### src/rtl/regfile_write_sched_pkg.sv
`default_nettype none
// ============================================================================
// Module   : regfile_sched_pkg
// Brief    : Shared types and constants for the register-file write scheduler
// Revision : 1.0 - initial release
// ============================================================================
package regfile_sched_pkg;

    typedef enum logic [0:0] {
        INIT = 1'b0,
        RUN  = 1'b1
    } sched_state_t;

    localparam int NREQ = 2;

    // Requester index encoding: bit position in req_valid/req_ready/grant
    localparam int REQ_EXEC = 0;
    localparam int REQ_MEM  = 1;

endpackage : regfile_sched_pkg
`default_nettype wire

### src/rtl/regfile_write_sched_rr_arbiter2.sv
`default_nettype none
// ============================================================================
// Module   : rr_arbiter2
// Brief    : Combinational two-way round-robin grant (priority held by parent)
// Revision : 1.0 - initial release
// ============================================================================
module rr_arbiter2
    import regfile_sched_pkg::*;
(
    input  logic [NREQ-1:0] req_valid_i,
    input  logic            rr_pri_i,
    output logic [NREQ-1:0] grant_o
);

    always_comb begin
        grant_o = '0;
        unique case (req_valid_i)
            2'b01:   grant_o = 2'b01;
            2'b10:   grant_o = 2'b10;
            2'b11:   grant_o = rr_pri_i ? 2'b10 : 2'b01;
            default: grant_o = '0;
        endcase
    end

endmodule : rr_arbiter2
`default_nettype wire

### src/rtl/regfile_write_sched.sv
`default_nettype none
// ============================================================================
// Module   : regfile_write_sched
// Brief    : Shares the register-file write port between two writeback
//            requesters after zeroing every register following reset
// Revision : 1.0 - initial release
// ============================================================================
module regfile_write_sched
    import regfile_sched_pkg::*;
#(
    parameter int WIDTH = 32,
    parameter int REGNO = 32,
    parameter int AW    = $clog2(REGNO)
) (
    input  logic             clk,
    input  logic             rst,
    input  logic [NREQ-1:0]  req_valid,
    output logic [NREQ-1:0]  req_ready,
    input  logic [AW-1:0]    req_addr_0,
    input  logic [AW-1:0]    req_addr_1,
    input  logic [WIDTH-1:0] req_data_0,
    input  logic [WIDTH-1:0] req_data_1,
    output logic             init_busy,
    output logic [NREQ-1:0]  grant,
    output logic             rf_we,
    output logic [WIDTH-1:0] rf_w_addr,
    output logic [WIDTH-1:0] rf_in
);

    localparam logic [AW-1:0] LAST_ADDR = AW'(REGNO - 1);

    sched_state_t     state_q;
    logic [AW-1:0]    init_cnt_q;
    logic [AW-1:0]    init_cnt_d;
    logic             rr_pri_q;
    logic             rf_we_q;
    logic [WIDTH-1:0] rf_w_addr_q;
    logic [WIDTH-1:0] rf_in_q;
    logic [NREQ-1:0]  grant_q;

    logic [NREQ-1:0]  arb_grant;
    logic             xfer;
    logic [AW-1:0]    sel_addr;
    logic [WIDTH-1:0] sel_data;

    rr_arbiter2 u_arb (
        .req_valid_i (req_valid),
        .rr_pri_i    (rr_pri_q),
        .grant_o     (arb_grant)
    );

    // Requesters see no acceptance until the zeroing sweep has finished.
    assign req_ready = (state_q == RUN) ? arb_grant : '0;
    assign init_busy = (state_q == INIT);

    always_comb begin
        init_cnt_d = init_cnt_q + AW'(1);
        xfer       = |req_ready;
        sel_addr   = req_ready[REQ_MEM] ? req_addr_1 : req_addr_0;
        sel_data   = req_ready[REQ_MEM] ? req_data_1 : req_data_0;
    end

    always_ff @(posedge clk) begin
        if (rst) begin
            state_q     <= INIT;
            init_cnt_q  <= AW'(1);
            rr_pri_q    <= 1'b0;
            rf_we_q     <= 1'b0;
            rf_w_addr_q <= '0;
            rf_in_q     <= '0;
            grant_q     <= '0;
        end else begin
            unique case (state_q)
                INIT: begin
                    rf_we_q     <= 1'b1;
                    rf_w_addr_q <= {{(WIDTH-AW){1'b0}}, init_cnt_q};
                    rf_in_q     <= '0;
                    grant_q     <= '0;
                    init_cnt_q  <= init_cnt_d;
                    if (init_cnt_q == LAST_ADDR) begin
                        state_q <= RUN;
                    end
                end
                RUN: begin
                    grant_q <= req_ready;
                    // x0 is hard-wired: the handshake completes but no write is issued.
                    rf_we_q <= xfer && (sel_addr != '0);
                    if (xfer) begin
                        rf_w_addr_q <= {{(WIDTH-AW){1'b0}}, sel_addr};
                        rf_in_q     <= sel_data;
                        rr_pri_q    <= req_ready[REQ_EXEC];
                    end
                end
                default: state_q <= INIT;
            endcase
        end
    end

    assign rf_we     = rf_we_q;
    assign rf_w_addr = rf_w_addr_q;
    assign rf_in     = rf_in_q;
    assign grant     = grant_q;

endmodule : regfile_write_sched
`default_nettype wire

### config.mk
export PLATFORM = sky130hd
export DESIGN_NAME = regfile_write_sched
export DESIGN_NICKNAME = d
export VERILOG_FILES = /design/src/rtl/regfile_write_sched_pkg.sv /design/src/rtl/regfile_write_sched_rr_arbiter2.sv /design/src/rtl/regfile_write_sched.sv
export SDC_FILE = /design/constraint.sdc
export NUM_CORES = 1
export LEC_CHECK = 0
export CAP_MARGIN = 5
export CORE_MARGIN = 8
export CORE_UTILIZATION = 38
export DETAILED_ROUTE_END_ITERATION = 16
export PLACE_DENSITY_LB_ADDON = 0.3
export SYNTH_ARGS = -nofsm -noshare
export SYNTH_HDL_FRONTEND = slang
export SYNTH_SLANG_ARGS = --single-unit
### constraint.sdc
create_clock -name clk -period 4.4 [get_ports clk]
set_input_delay 1.32 -clock clk [delete_from_list [all_inputs] [get_ports clk]]
set_output_delay 1.32 -clock clk [all_outputs]
set_load 0.01 [all_outputs]
# Yosys cells after proc, flatten, opt, wreduce, memory -nomap -nowiden
# Cells that the tools add are included.
# word_totals
reg_bits	74
in_bits	78
out_inout_bits	70
elab_cells	31
# op_classes
n_addsub	1
eq_ne	5
muxes	13
n_bitwise	1
n_reduce_logical	4
# ops
operator	n
32-bit one-hot mux with 2 select lines	2
32-bit 2-to-1 mux	3
2-bit one-hot mux with 3 select lines	1
5-bit by 1-bit adder with 5-bit output, second input constant	1
5-bit equality test, second input constant	1
5-bit 2-to-1 mux	1
5-bit nonzero test	1
2-bit equality test, second input constant	2
2-bit 2-to-1 mux	2
2-bit one-hot mux with 2 select lines	1
2-bit by 1-bit equality test with 1-bit output, second input constant	1
1-bit 2-to-1 mux	2
2-bit by 1-bit != test with 1-bit output, second input constant	1
1-bit one-hot mux with 2 select lines	1
2-bit AND reduction	1
2-bit OR reduction	1
1-bit logical AND	1
1-bit inverter	1

# Logic depth before layout (Yosys ltp)
# logic_depth
ltp_word	7
mapped_depth	6
ltp_nobuf	5

# Modules after synthesis
# Synthesis repeated with hierarchy kept, for this count alone.
# hier_totals
hier_cells	252
hier_area_um2	2546.2
# modules_own_cells
module	instances	cells_each	area_each_um2	seq_area_each_um2
regfile_write_sched	1	249	2527.4	940.9
rr_arbiter2	1	3	18.8	0.0

# Worst setup path after synthesis
# No wires, ideal clock.
# synth_timing
kind	input to output
start	input req_valid[1]
end	output req_ready[0]
arrival_ns	2.126
t_required_ns	3.080
setup_slack_ns	0.954
stages	5
path_cell_list	buf_2 > a21boi_2 > buf_6 > inv_1 > nor2_1
# synth_via
elab_chain_cells	3
word_cells_on_any_way	5
# synth_lines
element	line_no	source
from (decl)	regfile_write_sched.sv:17	input logic [NREQ-1:0] req_valid,
2-bit equality test / 2-bit by 1-bit equality test with 1-bit output (equally long branches)	regfile_write_sched_rr_arbiter2.sv:17	unique case (req_valid_i)
2-bit one-hot mux with 3 select lines *	regfile_write_sched_rr_arbiter2.sv:17	
2-bit 2-to-1 mux *	regfile_write_sched.sv:53	assign req_ready = (state_q == RUN) ? arb_grant : '0;
to (decl)	regfile_write_sched.sv:18	output logic [NREQ-1:0] req_ready,
# Mark *: on every way between the ends. The rest lies on a longest branch, timed or not.

# Worst setup path after layout
# Ends and elaborated chain as after synthesis.

==> flow_metrics.tcl <==
set metrics [dict create \
    row_count 27 \
    grt_pass1_wl_mm 10.6 \
    cp.arrival_ns 2.81 \
    required_ns 3.08 \
    final_cell_mix "clkdlybuf4s50_1, dfxtp_1, a22oi_1" \
    powerDensity_nw_per_um2 258 \
    clk_latency_ns 0.29 \
    leakage_uw 0.00127 \
    place.gp.congestion 0.806 \
    die_x_um 92.2 \
    hp-class "reg2reg" \
    hold_violations 0 \
    antenna_found_initial 0 \
    finalSetupTns_ns 0 \
    ant_nets 0 \
    critPathCaptureType "output pin" \
    drv_slew 0 \
    portBuffers 120 \
    seqCellArea_um2 941 \
    reg2reg_depth 5 \
    max_slew_margin_pct 46.8 \
    r2r_start "state_q" \
    cts.repair.resized 0 \
    routed_via_density 4.81 \
    yosys_warnings 0 \
    rsz0062_at_grt "no" \
    r2r_slack_ns 2.41 \
    mostFrequentLayoutCell "clkdlybuf4s50_1" \
    hpwl_mm 5.29 \
    drt_pass1_iterations 4 \
    synth_seq_cells 47 \
    grt_pass1_vias 2187 \
    cts_hold_buf 0 \
    yosysUniqueCellTypes 33 \
    layout-drive-gt1-share_pct 5.31 \
    hold_path_startpoint "rf_in[21]" \
    max_freq_mhz 242 \
    hold_slack_ns 0.449 \
    htreeDepth 2 \
    start_kind "primary input" \
    skew_ns 0.00448 \
    fin_ws_ns 0.271 \
    place_ws_ns 0.265 \
    utilization_pct 61.0 \
    critPathKind "in2out" \
    multi_input_area_um2 1020 \
    grt-ovfl-total 0 \
    finalCriticalPeriod_ns 4.13 \
    drc 0 \
    synth_area_um2 2210 \
    coreArea_um2 5570 \
    ys_seq_area_share_pct 42.6 \
    area_delta_synth_final_pct 54.0 \
    cts_made_buffers 5 \
    finalNetCount 438 \
    grt_max_degree 39 \
    crit_fanout 7 \
    start_util_pct 39.6 \
    min_period_over_period_pct 93.8 \
    wire_per_inst_um 15.4 \
    setup_viol 0 \
    hold_end "rf_in[21]" \
    fp.dieArea_um2 8500 \
    cts_setup_buffers 0 \
    track_usage_pct 15.0 \
    worstReg2RegEnd "rf_w_addr[0]" \
    num_vias 2070 \
    drt-total-wl_mm 6.63 \
    synthCells 244 \
    ir_drop_mv 0.180 \
    final.fill_count 506 \
    hold_depth 2 \
    clkTransAtPathRegs_ns 0.08 \
    synth.avg_cell_area_um2 9.05 \
    cts-root-buf "clkbuf_8" \
    die_h_um 92.2 \
    worstMarginPinSlew_ns 0.797 \
    timing.max_cap.violations 0 \
    drtIter0Drc 95 \
    outcome "finished clean" \
    tritoncts "yes" \
    io_pins 148 \
    diodes 0 \
    clk_path_buf_depth 2 \
    clock-sinks 47 \
]
[layout make-up]
type                       instances  area share, %
multi-input combinational        177           30.0
timing repair buffer             125           36.4
tap                               72           2.65
clock buffer                       6           2.13
inverter                           2          0.221
sequential                        47           27.7
clock inverter                     1          0.883
[per-layer routing]
metal | up-vias | track usage, % | part of all wire (%) | routed length, um
met5 | - | 0 | 0 | 0
li1 | 1030 | - | - | -
met1 | 944 | 17.2 | 42 | 2790
met4 | 0 | 1.61 | 0.21 | 14
met3 | 2 | 6.36 | 9.6 | 636
met2 | 94 | 26.1 | 48 | 3190
[logic make-up after synthesis]
family          share of synthesized area (%)
compound gates                           23.0
xor+xnor                                 1.19
fa+ha+maj                                1.13
buf+inv                                  15.6
flops                                    42.6
mux                                      3.85
other cells                             0.170
simple gates                             12.4
[how the worst max path moves through the flow]
stage,startpoint,to,slack [ns],depth (start not counted)
2_1_floorplan,req_valid[1],req_ready[0],0.95,5
3_3_place_gp,req_valid[1],req_ready[0],0.29,5
3_5_place_dp,req_valid[1],req_ready[0],0.26,5
4_1_cts,req_valid[1],req_ready[0],0.25,5
5_1_grt,req_valid[1],req_ready[0],0.18,5
6_report,req_valid[1],req_ready[0],0.27,5
[state kept, by name (all words and copies together) (netlist names)]
signal and cells:
grant 2, rf_in 32, rf_we 1, state_q 1
rf_w_addr 5, init_cnt_q 5, rr_pri_q 1
[worst max-delay path, stage by stage]
cell and delay (ns):
clkdlybuf4s50_1 0.56, a21boi_2 0.22, inv_1 0.07, nor2_1 0.08
clkdlybuf4s50_1 0.56
[synthesized netlist by cell type]
cell type / instances / area, um2
a21boi_2: 1 / 11.3
nand3_1: 1 / 5.00
mux2i_1: 7 / 70.1
a21oi_1: 1 / 5.00
nor2b_1: 2 / 12.5
nand2_1: 32 / 120
mux2_4: 1 / 15.0
nor3_4: 1 / 16.3
nand4_1: 1 / 6.26
o21ai_1: 7 / 35.0
ha_1: 2 / 25.0
a22oi_1: 37 / 278
buf_4: 27 / 203
o21ai_0: 31 / 155
buf_2: 2 / 10.0
clkbuf_1: 6 / 22.5
xnor2_1: 1 / 8.76
nand2b_1: 2 / 12.5
buf_6: 9 / 101
xor2_1: 2 / 17.5
and3_1: 1 / 6.26
nor2_1: 12 / 45.0
nand2b_2: 1 / 8.76
nor4b_1: 1 / 8.76
dfxtp_1: 47 / 941
a221oi_2: 1 / 15.0
or4_1: 1 / 7.51
or2_2: 1 / 6.26
conb_1: 1 / 3.75
a311oi_1: 1 / 8.76
inv_1: 2 / 7.51
and3_4: 1 / 11.3
and2_2: 1 / 7.51
[power breakdown]
part           switching (uW)  internal (uW)
registers                5.77            432
logic                    52.2           86.2
clock network             135            167
total                     192            684
[through the flow]
stage | total power (uW) | std cells | cell area, um2
after floorplan | 522 | 270 | 2300
after global placement | 583 | 423 | 3300
after detailed placement | 586 | 423 | 3300
after CTS | 884 | 430 | 3400
after global routing | 916 | 430 | 3400
final | 877 | 430 | 3400
(Power assumes the default switching activity.)
